<file path="config.mk">
export PLATFORM = sky130hd
export DESIGN_NAME = tl_ul_arbiter_flat
export DESIGN_NICKNAME = d
export VERILOG_FILES = /design/src/rtl/tl_ul_arbiter_if.sv /design/src/rtl/tl_ul_arbiter.sv /design/src/flat_wrapper.sv
export SDC_FILE = /design/constraint.sdc
export NUM_CORES = 1
export LEC_CHECK = 0
export ABC_CLOCK_PERIOD_IN_PS = 1950
export CAP_MARGIN = 20
export CELL_PAD_IN_SITES_DETAIL_PLACEMENT = 1
export CELL_PAD_IN_SITES_GLOBAL_PLACEMENT = 2
export CORE_MARGIN = 1
export CORE_UTILIZATION = 16
export CTS_CLUSTER_DIAMETER = 50
export DETAILED_ROUTE_END_ITERATION = 8
export PLACE_DENSITY_LB_ADDON = 0.1
export SLEW_MARGIN = 20
export SYNTH_ARGS = -nofsm -noshare
export SYNTH_HDL_FRONTEND = slang
export SYNTH_SLANG_ARGS = --single-unit
</file>
<file path="constraint.sdc">
create_clock -name clk_i -period 1.95 [get_ports clk_i]
set_clock_uncertainty 0.05 [all_clocks]
set_input_delay 0.39 -clock clk_i [delete_from_list [all_inputs] [get_ports clk_i]]
set_output_delay 0.39 -clock clk_i [all_outputs]
set_load 0.01 [all_outputs]
</file>
<file path="src/rtl/tl_ul_arbiter_if.sv">
// TileLink-UL signal bundle for the N-to-1 arbiter: per-master A/D channels packed by master index
// plus the single shared slave-side link.
interface tl_ul_arbiter_if #(
    parameter int N = 2,
    parameter int W = 4,
    parameter int A = 32,
    parameter int Z = 32,
    parameter int O = 1
);
    logic [N-1:0]       m_a_valid_i;
    logic [3*N-1:0]     m_a_opcode_i;
    logic [A*N-1:0]     m_a_address_i;
    logic [Z*N-1:0]     m_a_size_i;
    logic [W*N-1:0]     m_a_mask_i;
    logic [8*W*N-1:0]   m_a_data_i;
    logic [N-1:0]       m_a_ready_o;
    logic [N-1:0]       m_d_valid_o;
    logic [2:0]         m_d_opcode_o;
    logic [8*W-1:0]     m_d_data_o;
    logic               m_d_error_o;
    logic [N-1:0]       m_d_ready_i;

    logic               s_a_valid_o;
    logic [2:0]         s_a_opcode_o;
    logic [A-1:0]       s_a_address_o;
    logic [Z-1:0]       s_a_size_o;
    logic [W-1:0]       s_a_mask_o;
    logic [8*W-1:0]     s_a_data_o;
    logic [O-1:0]       s_a_source_o;
    logic               s_a_ready_i;
    logic               s_d_valid_i;
    logic [2:0]         s_d_opcode_i;
    logic [8*W-1:0]     s_d_data_i;
    logic               s_d_error_i;
    logic               s_d_ready_o;

    // The arbiter masters the shared link; the environment (requesters and memory) uses the slave view.
    modport master (
        input  m_a_valid_i, m_a_opcode_i, m_a_address_i, m_a_size_i, m_a_mask_i, m_a_data_i,
        output m_a_ready_o, m_d_valid_o, m_d_opcode_o, m_d_data_o, m_d_error_o,
        input  m_d_ready_i,
        output s_a_valid_o, s_a_opcode_o, s_a_address_o, s_a_size_o, s_a_mask_o, s_a_data_o,
        output s_a_source_o,
        input  s_a_ready_i, s_d_valid_i, s_d_opcode_i, s_d_data_i, s_d_error_i,
        output s_d_ready_o
    );

    modport slave (
        output m_a_valid_i, m_a_opcode_i, m_a_address_i, m_a_size_i, m_a_mask_i, m_a_data_i,
        input  m_a_ready_o, m_d_valid_o, m_d_opcode_o, m_d_data_o, m_d_error_o,
        output m_d_ready_i,
        input  s_a_valid_o, s_a_opcode_o, s_a_address_o, s_a_size_o, s_a_mask_o, s_a_data_o,
        input  s_a_source_o,
        output s_a_ready_i, s_d_valid_i, s_d_opcode_i, s_d_data_i, s_d_error_i,
        input  s_d_ready_o
    );
endinterface

</file>
<file path="src/rtl/tl_ul_arbiter.sv">
// Round-robin N-master to 1-slave TileLink-UL arbiter; one transaction in flight, grant held
// from A acceptance until the matching D beat is delivered.
module tl_ul_arbiter #(
    parameter int N = 2,
    parameter int W = 4,
    parameter int A = 32,
    parameter int Z = 32,
    parameter int O = 1
) (
    input  logic                 clk_i,
    input  logic                 reset_i,
    tl_ul_arbiter_if.master      bus,
    output logic                 busy_o,
    output logic [$clog2(N)-1:0] grant_o
);
    localparam int GW = $clog2(N);

    typedef enum logic [1:0] {IDLE, A_REQ, D_WAIT} state_t;

    state_t          state, next_state;
    logic [GW-1:0]   rr_ptr, grant_q, winner, idx;
    logic            found, d_fire;
    logic [2:0]      opcode_q;
    logic [A-1:0]    address_q;
    logic [Z-1:0]    size_q;
    logic [W-1:0]    mask_q;
    logic [8*W-1:0]  data_q;
    logic [O-1:0]    source_q;

    // Search starts one past the last completed grant so every requester is served within N turns.
    always_comb begin
        found  = 1'b0;
        winner = '0;
        idx    = '0;
        for (int k = 1; k <= N; k++) begin
            idx = GW'((int'(rr_ptr) + k) % N);
            if (!found && bus.m_a_valid_i[idx]) begin
                found  = 1'b1;
                winner = idx;
            end
        end
    end

    assign d_fire = (state == D_WAIT) && bus.s_d_valid_i && bus.m_d_ready_i[grant_q];

    always_ff @(posedge clk_i) begin
        if (reset_i) state <= IDLE;
        else         state <= next_state;
    end

    always_comb begin
        next_state = state;
        unique case (state)
            IDLE:    if (found)           next_state = A_REQ;
            A_REQ:   if (bus.s_a_ready_i) next_state = D_WAIT;
            D_WAIT:  if (d_fire)          next_state = IDLE;
            default:                      next_state = IDLE;
        endcase
    end

    always_ff @(posedge clk_i) begin
        if (reset_i) begin
            rr_ptr    <= GW'(N - 1);
            grant_q   <= '0;
            opcode_q  <= '0;
            address_q <= '0;
            size_q    <= '0;
            mask_q    <= '0;
            data_q    <= '0;
            source_q  <= '0;
        end else begin
            if (state == IDLE && found) begin
                grant_q   <= winner;
                opcode_q  <= bus.m_a_opcode_i[int'(winner)*3 +: 3];
                address_q <= bus.m_a_address_i[int'(winner)*A +: A];
                size_q    <= bus.m_a_size_i[int'(winner)*Z +: Z];
                mask_q    <= bus.m_a_mask_i[int'(winner)*W +: W];
                data_q    <= bus.m_a_data_i[int'(winner)*8*W +: 8*W];
                source_q  <= O'(winner);
            end
            if (d_fire) rr_ptr <= grant_q;
        end
    end

    // A-side acceptance is suppressed during reset because the payload registers cannot capture it.
    always_comb begin
        bus.m_a_ready_o  = '0;
        bus.m_d_valid_o  = '0;
        bus.m_d_opcode_o = '0;
        bus.m_d_data_o   = '0;
        bus.m_d_error_o  = 1'b0;
        bus.s_d_ready_o  = 1'b0;
        bus.s_a_valid_o  = 1'b0;
        unique case (state)
            IDLE:    if (found && !reset_i) bus.m_a_ready_o[winner] = 1'b1;
            A_REQ:   bus.s_a_valid_o = 1'b1;
            D_WAIT: begin
                bus.m_d_valid_o[grant_q] = bus.s_d_valid_i;
                bus.m_d_opcode_o         = bus.s_d_opcode_i;
                bus.m_d_data_o           = bus.s_d_data_i;
                bus.m_d_error_o          = bus.s_d_error_i;
                bus.s_d_ready_o          = bus.m_d_ready_i[grant_q];
            end
            default: ;
        endcase
    end

    assign bus.s_a_opcode_o  = opcode_q;
    assign bus.s_a_address_o = address_q;
    assign bus.s_a_size_o    = size_q;
    assign bus.s_a_mask_o    = mask_q;
    assign bus.s_a_data_o    = data_q;
    assign bus.s_a_source_o  = source_q;
    assign busy_o            = (state != IDLE);
    assign grant_o           = grant_q;
endmodule

</file>
<file path="src/flat_wrapper.sv">
// flat-port wrapper written by rule: the top's interface ports become plain ports
module tl_ul_arbiter_flat 
#(
    parameter int N = 2,
    parameter int W = 4,
    parameter int A = 32,
    parameter int Z = 32,
    parameter int O = 1
)
  (clk_i, reset_i, busy_o, grant_o, bus_m_a_valid_i, bus_m_a_opcode_i, bus_m_a_address_i, bus_m_a_size_i, bus_m_a_mask_i, bus_m_a_data_i, bus_m_a_ready_o, bus_m_d_valid_o, bus_m_d_opcode_o, bus_m_d_data_o, bus_m_d_error_o, bus_m_d_ready_i, bus_s_a_valid_o, bus_s_a_opcode_o, bus_s_a_address_o, bus_s_a_size_o, bus_s_a_mask_o, bus_s_a_data_o, bus_s_a_source_o, bus_s_a_ready_i, bus_s_d_valid_i, bus_s_d_opcode_i, bus_s_d_data_i, bus_s_d_error_i, bus_s_d_ready_o);
  tl_ul_arbiter_if #(.N(N), .W(W), .A(A), .Z(Z), .O(O)) bus_i ();
  input  logic clk_i;
  input  logic reset_i;
  output logic busy_o;
  output logic [$clog2(N)-1:0] grant_o;
  input wire logic [$bits(bus_i.m_a_valid_i)-1:0] bus_m_a_valid_i;
  input wire logic [$bits(bus_i.m_a_opcode_i)-1:0] bus_m_a_opcode_i;
  input wire logic [$bits(bus_i.m_a_address_i)-1:0] bus_m_a_address_i;
  input wire logic [$bits(bus_i.m_a_size_i)-1:0] bus_m_a_size_i;
  input wire logic [$bits(bus_i.m_a_mask_i)-1:0] bus_m_a_mask_i;
  input wire logic [$bits(bus_i.m_a_data_i)-1:0] bus_m_a_data_i;
  output wire logic [$bits(bus_i.m_a_ready_o)-1:0] bus_m_a_ready_o;
  output wire logic [$bits(bus_i.m_d_valid_o)-1:0] bus_m_d_valid_o;
  output wire logic [$bits(bus_i.m_d_opcode_o)-1:0] bus_m_d_opcode_o;
  output wire logic [$bits(bus_i.m_d_data_o)-1:0] bus_m_d_data_o;
  output wire logic [$bits(bus_i.m_d_error_o)-1:0] bus_m_d_error_o;
  input wire logic [$bits(bus_i.m_d_ready_i)-1:0] bus_m_d_ready_i;
  output wire logic [$bits(bus_i.s_a_valid_o)-1:0] bus_s_a_valid_o;
  output wire logic [$bits(bus_i.s_a_opcode_o)-1:0] bus_s_a_opcode_o;
  output wire logic [$bits(bus_i.s_a_address_o)-1:0] bus_s_a_address_o;
  output wire logic [$bits(bus_i.s_a_size_o)-1:0] bus_s_a_size_o;
  output wire logic [$bits(bus_i.s_a_mask_o)-1:0] bus_s_a_mask_o;
  output wire logic [$bits(bus_i.s_a_data_o)-1:0] bus_s_a_data_o;
  output wire logic [$bits(bus_i.s_a_source_o)-1:0] bus_s_a_source_o;
  input wire logic [$bits(bus_i.s_a_ready_i)-1:0] bus_s_a_ready_i;
  input wire logic [$bits(bus_i.s_d_valid_i)-1:0] bus_s_d_valid_i;
  input wire logic [$bits(bus_i.s_d_opcode_i)-1:0] bus_s_d_opcode_i;
  input wire logic [$bits(bus_i.s_d_data_i)-1:0] bus_s_d_data_i;
  input wire logic [$bits(bus_i.s_d_error_i)-1:0] bus_s_d_error_i;
  output wire logic [$bits(bus_i.s_d_ready_o)-1:0] bus_s_d_ready_o;
  assign bus_i.m_a_valid_i = bus_m_a_valid_i;
  assign bus_i.m_a_opcode_i = bus_m_a_opcode_i;
  assign bus_i.m_a_address_i = bus_m_a_address_i;
  assign bus_i.m_a_size_i = bus_m_a_size_i;
  assign bus_i.m_a_mask_i = bus_m_a_mask_i;
  assign bus_i.m_a_data_i = bus_m_a_data_i;
  assign bus_m_a_ready_o = bus_i.m_a_ready_o;
  assign bus_m_d_valid_o = bus_i.m_d_valid_o;
  assign bus_m_d_opcode_o = bus_i.m_d_opcode_o;
  assign bus_m_d_data_o = bus_i.m_d_data_o;
  assign bus_m_d_error_o = bus_i.m_d_error_o;
  assign bus_i.m_d_ready_i = bus_m_d_ready_i;
  assign bus_s_a_valid_o = bus_i.s_a_valid_o;
  assign bus_s_a_opcode_o = bus_i.s_a_opcode_o;
  assign bus_s_a_address_o = bus_i.s_a_address_o;
  assign bus_s_a_size_o = bus_i.s_a_size_o;
  assign bus_s_a_mask_o = bus_i.s_a_mask_o;
  assign bus_s_a_data_o = bus_i.s_a_data_o;
  assign bus_s_a_source_o = bus_i.s_a_source_o;
  assign bus_i.s_a_ready_i = bus_s_a_ready_i;
  assign bus_i.s_d_valid_i = bus_s_d_valid_i;
  assign bus_i.s_d_opcode_i = bus_s_d_opcode_i;
  assign bus_i.s_d_data_i = bus_s_d_data_i;
  assign bus_i.s_d_error_i = bus_s_d_error_i;
  assign bus_s_d_ready_o = bus_i.s_d_ready_o;
  tl_ul_arbiter #(.N(N), .W(W), .A(A), .Z(Z), .O(O)) u_core (.clk_i(clk_i), .reset_i(reset_i), .bus(bus_i), .busy_o(busy_o), .grant_o(grant_o));
endmodule
</file>
Word-level counts from Yosys, hierarchy flattened
Cells that the tools add are included.
W data, S select, Z words.

operators by class
  $add $sub $neg = 2
  multipliers = 1
  $lt $le $gt $ge = 6
  equal/unequal tests = 5
  shifts and indexed selects = 5
  muxes and demuxes = 26
  bitwise gates (word level) = 1
  reduce and logical (&&, ||, !) cells = 12

operators by type and width
  operator               count
  $shiftx A64 B7 Y32     3
  $mux W32               1
  $shiftx A6 B32 Y3      1
  $mux W1                15
  $mux W2                6
  $lt A1 B2 Y1 const B   4
  $shiftx A8 B4 Y4       1
  $logic_and A1 B1 Y1    7
  $pmux W2 S3            1
  $ne A2 B1 Y1 const B   2
  $mul A1 B2 Y3 const B  1
  $mux W3                1
  $reduce_and A3 Y1      1
  $add A1 B1 Y1 const B  2
  $and A2 B2 Y2          1
  $demux W1 S1           2
  $eq A2 B1 Y1 const B   1
  $eq A2 B2 Y1 const B   1
  $ge A1 B1 Y1 const B   2
  $logic_not A1 Y1       2
  $logic_not A2 Y1       1
  $ne A2 B2 Y1 const B   1
  $reduce_bool A2 Y1     1

word-level totals
  flip-flop bits (word level) = 107
  input port bits = 250
  output and inout bits = 148
  word-level logic and storage cells = 66

Depth between registers and ports, before layout
  depth after elaboration = 13
  mapped depth = 6
  depth with buffers taken out = 4

Least setup slack after synthesis
OpenSTA, ideal clock, no wires.

  kind = register to output
  start point = reg u_core.state[1]
  end point = out bus_m_a_ready_o[0]
  arrival time = 1.210 ns
  data required time = 1.510 ns
  path slack = 0.300 ns
  cell stages (with the launch flop) = 6
  buffers on the path = 2
  cell sequence = dfxtp_1 -> nor2_4 -> buf_4 -> buf_2 -> nand2_1 -> nor3_1

between the ends
  word-level cells in the longest chain between the ends = 2

ends and longest elaborated chain
  item                    RTL line             text
  start, declared         tl_ul_arbiter.sv:20  state_t state, next_state;
  start signal, assigned  tl_ul_arbiter.sv:48  else state <= next_state;
  $logic_not A2 Y1        tl_ul_arbiter.sv:94  unique case (state)
  $mux W2                 tl_ul_arbiter.sv:94
  end, declared           flat_wrapper.sv:22   output wire logic [$bits(bus_i.m_a_ready_o)-1:0] bus_m_a_ready_o;

Every way passes these cells.

Worst setup path after layout
  start point = reg u_core.state[0]
  end point = out bus_m_a_ready_o[0]

The elaborated chain is that of the path after synthesis.

==> flow_metrics.tcl <==
set metrics [dict create \
    status "finished, violations left" \
    violations "negative setup slack" \
    drc 0 \
    layout_commonest_cell "clkdlybuf4s50_1" \
    critPathLaunchType "flip-flop" \
    worst_hold_slack_ns 0.463 \
    critPathCaptureType "output port" \
    yosys_register_bits 107 \
    die_h_microns 181 \
    max_cap_violations 0 \
    drtIter0Drc 238 \
    die_w_microns 181 \
    ir_drop_mv 0.414 \
    hp-class "reg2reg" \
    grt_pass1_wl_microns 43300 \
    grt_usage_pct 17.4 \
    start_util_pct 16.3 \
    fin_tns_setup_ns -0.00630 \
    synthFlopType "dfxtp_1" \
    finalNetCount 1297 \
    ys_warn_count 0 \
    tightest_slew_ns 0.626 \
    vias 6427 \
    r2r_slack_ns 0.11 \
    synth-edff-count 0 \
    finalInstanceArea_sq_mm 0.0101 \
    yosysTopAreaCellShare_pct 41.8 \
    dieArea_sq_mm 0.0328 \
    maxSlewHeadroom_pct 58.3 \
    antenna_found_initial 3 \
    hold_viol 0 \
    path_max_fanout 3 \
    syn-num-nets 909 \
    syn_avg_cell_area_sq_um 7.78 \
    fin_crit_sh_pct 100 \
    fin_ws_ns -0.00630 \
    wl_microns 29500 \
    worstHoldStart "u_core.bus.s_a_data_o[19]" \
    area_growth_pct 97.6 \
    cts_max_level 3 \
    postSynthCellCount 659 \
    path_class "reg2out" \
    viasPerCell 4.41 \
    p_per_area_mw_per_mm2 692 \
    final_cell_mix "clkdlybuf4s50_1 (352), nand2_1 (208), a21oi_1 (107)" \
    drv_slew 0 \
    dp.final_hpwl_microns 20000 \
    grt_overflow_total 0 \
    async_flop_share_pct 0 \
    place_area_sq_mm 0.00969 \
    max_freq_mhz 511 \
    root_buffer "clkbuf_16" \
    netlist_area_sq_mm 0.00513 \
    cts_buffers 9 \
    final_antenna_net_count 0 \
    clockBufferDepth 2 \
    grt_max_degree 108 \
    cp.arrival_ns 1.52 \
    numPortBuffers 397 \
    synth-seq-area-share_pct 41.8 \
    rsz0062_at_grt "yes" \
    first_global_vias 6707 \
    fp.coreArea_sq_mm 0.0316 \
    finalSetupViolations 1 \
    cts_tree "built" \
    firstDrtPassIters 4 \
    fillCellCount 3720 \
    cellLeakagePower_nw 3.91 \
    crit_required_ns 1.51 \
    synth_area_leaders "dfxtp_1 (42%), a311oi_1 (18%), nand2_1 (15%), a21oi_1 (10%), and2_1 (4.4%)" \
    clock-sinks 107 \
    ios 398 \
    drive_gt1_share_pct 12.9 \
    rr_startpoint "u_core.state[0]" \
    routedWlPerCell_microns 20.3 \
    rows 65 \
    period_needed_ns 1.96 \
    synth_cell_types 24 \
    gp_congestion 0.722 \
    clk_pin_slew_ns 0.08 \
    synth_area_leader_cell "dfxtp_1" \
    clk_latency_ns 0.37 \
    crit_start "u_core.state[0]" \
]
-- timing repair --
item	CTS	global route
hold buffers	0	0
pin swaps	9	8
resized for setup	175	54
endpoints found under the setup margin	45	85
gates cloned	2	1
setup buffers	11	3
-- layout make-up --
type                    instances  area (sq um)  share of cell area (%)
clock inverters                 1          7.51                  0.0741
inverters                       2          7.51                  0.0741
flip-flops and latches        107          2150                    21.2
multi-input cells             477          2660                    26.3
well taps                     402           503                    4.96
diodes                          2          5.00                  0.0494
repair buffers                450          4530                    44.7
clock buffers                  15           268                    2.64
-- per-layer routing --
layer	global-route usage [%]	wire (microns)	share of wire [%]
met3	6.91	2340	7.9
met5	0	27	0.091
met4	2.68	199	0.67
met2	28.8	13800	47
met1	21.6	13200	45
-- synth_stat cells, types with 2 or more instances --
library cell,count
nand2b_1,2
a21oi_1,107
o21ai_0,3
dfxtp_1,107
nand2_1,210
nor3_1,2
and2_1,36
buf_6,6
buf_4,10
buf_2,33
nor2_1,4
a311oi_1,103
nor2b_1,2
clkbuf_1,24
-- path summary, 6_finish.rpt --
path,endpoint,cells past startpoint
max,bus_m_a_ready_o[0],6
min,u_core.bus.s_a_data_o[19],2
min reg2reg,u_core.bus.s_a_data_o[19],2
max reg2reg,u_core.bus.s_a_address_o[30],8
-- stage by stage --
stage / power, mW / worst slack (ns) / utilization [%] / instances
floorplan: 3.56 / 0.300 / - / 659
CTS: 7.11 / -0.170 / 31.9 / 1453
detailed placement: 5.11 / -0.398 / 30.7 / 1424
finish: 7.01 / -0.00630 / 32.1 / 1456
global placement: 5.11 / -0.367 / 30.7 / 1424
global route: 7.41 / -0.0928 / 32.1 / 1454
-- sequential cells by signal, indices dropped and copies added, names as in the netlist --
| register | cells |
|---|---|
| u_core.bus.s_a_size_o | 32 |
| u_core.state | 2 |
| u_core.rr_ptr | 1 |
| u_core.bus.s_a_source_o | 1 |
| u_core.bus.s_a_data_o | 32 |
| u_core.bus.s_a_address_o | 32 |
| u_core.bus.s_a_opcode_o | 3 |
| u_core.bus.s_a_mask_o | 4 |
-- report_power, final --
group	switching, mW	internal, mW	total (mW)
Combinational	1.11	1.42	2.53
Clock	0.938	0.945	1.88
Sequential	0.144	2.46	2.60
Total	2.19	4.82	7.01
-- critical path: stages, from the launching register on --
cell,delay [ns]
dfxtp_4,0.36
buf_6,0.12
buf_6,0.11
nor2_4,0.18
nand2_2,0.08
nor3_2,0.14
buf_2,0.15
-- kinds of logic after synthesis --
logic type      after synthesis  synth area share [%]
mux                           1                 0.195
flops                       107                  41.8
simple gates                261                  21.4
compound gates              215                  28.7
buf+inv                      75                  7.90
No activity file was read; power rests on OpenSTA's default activity.
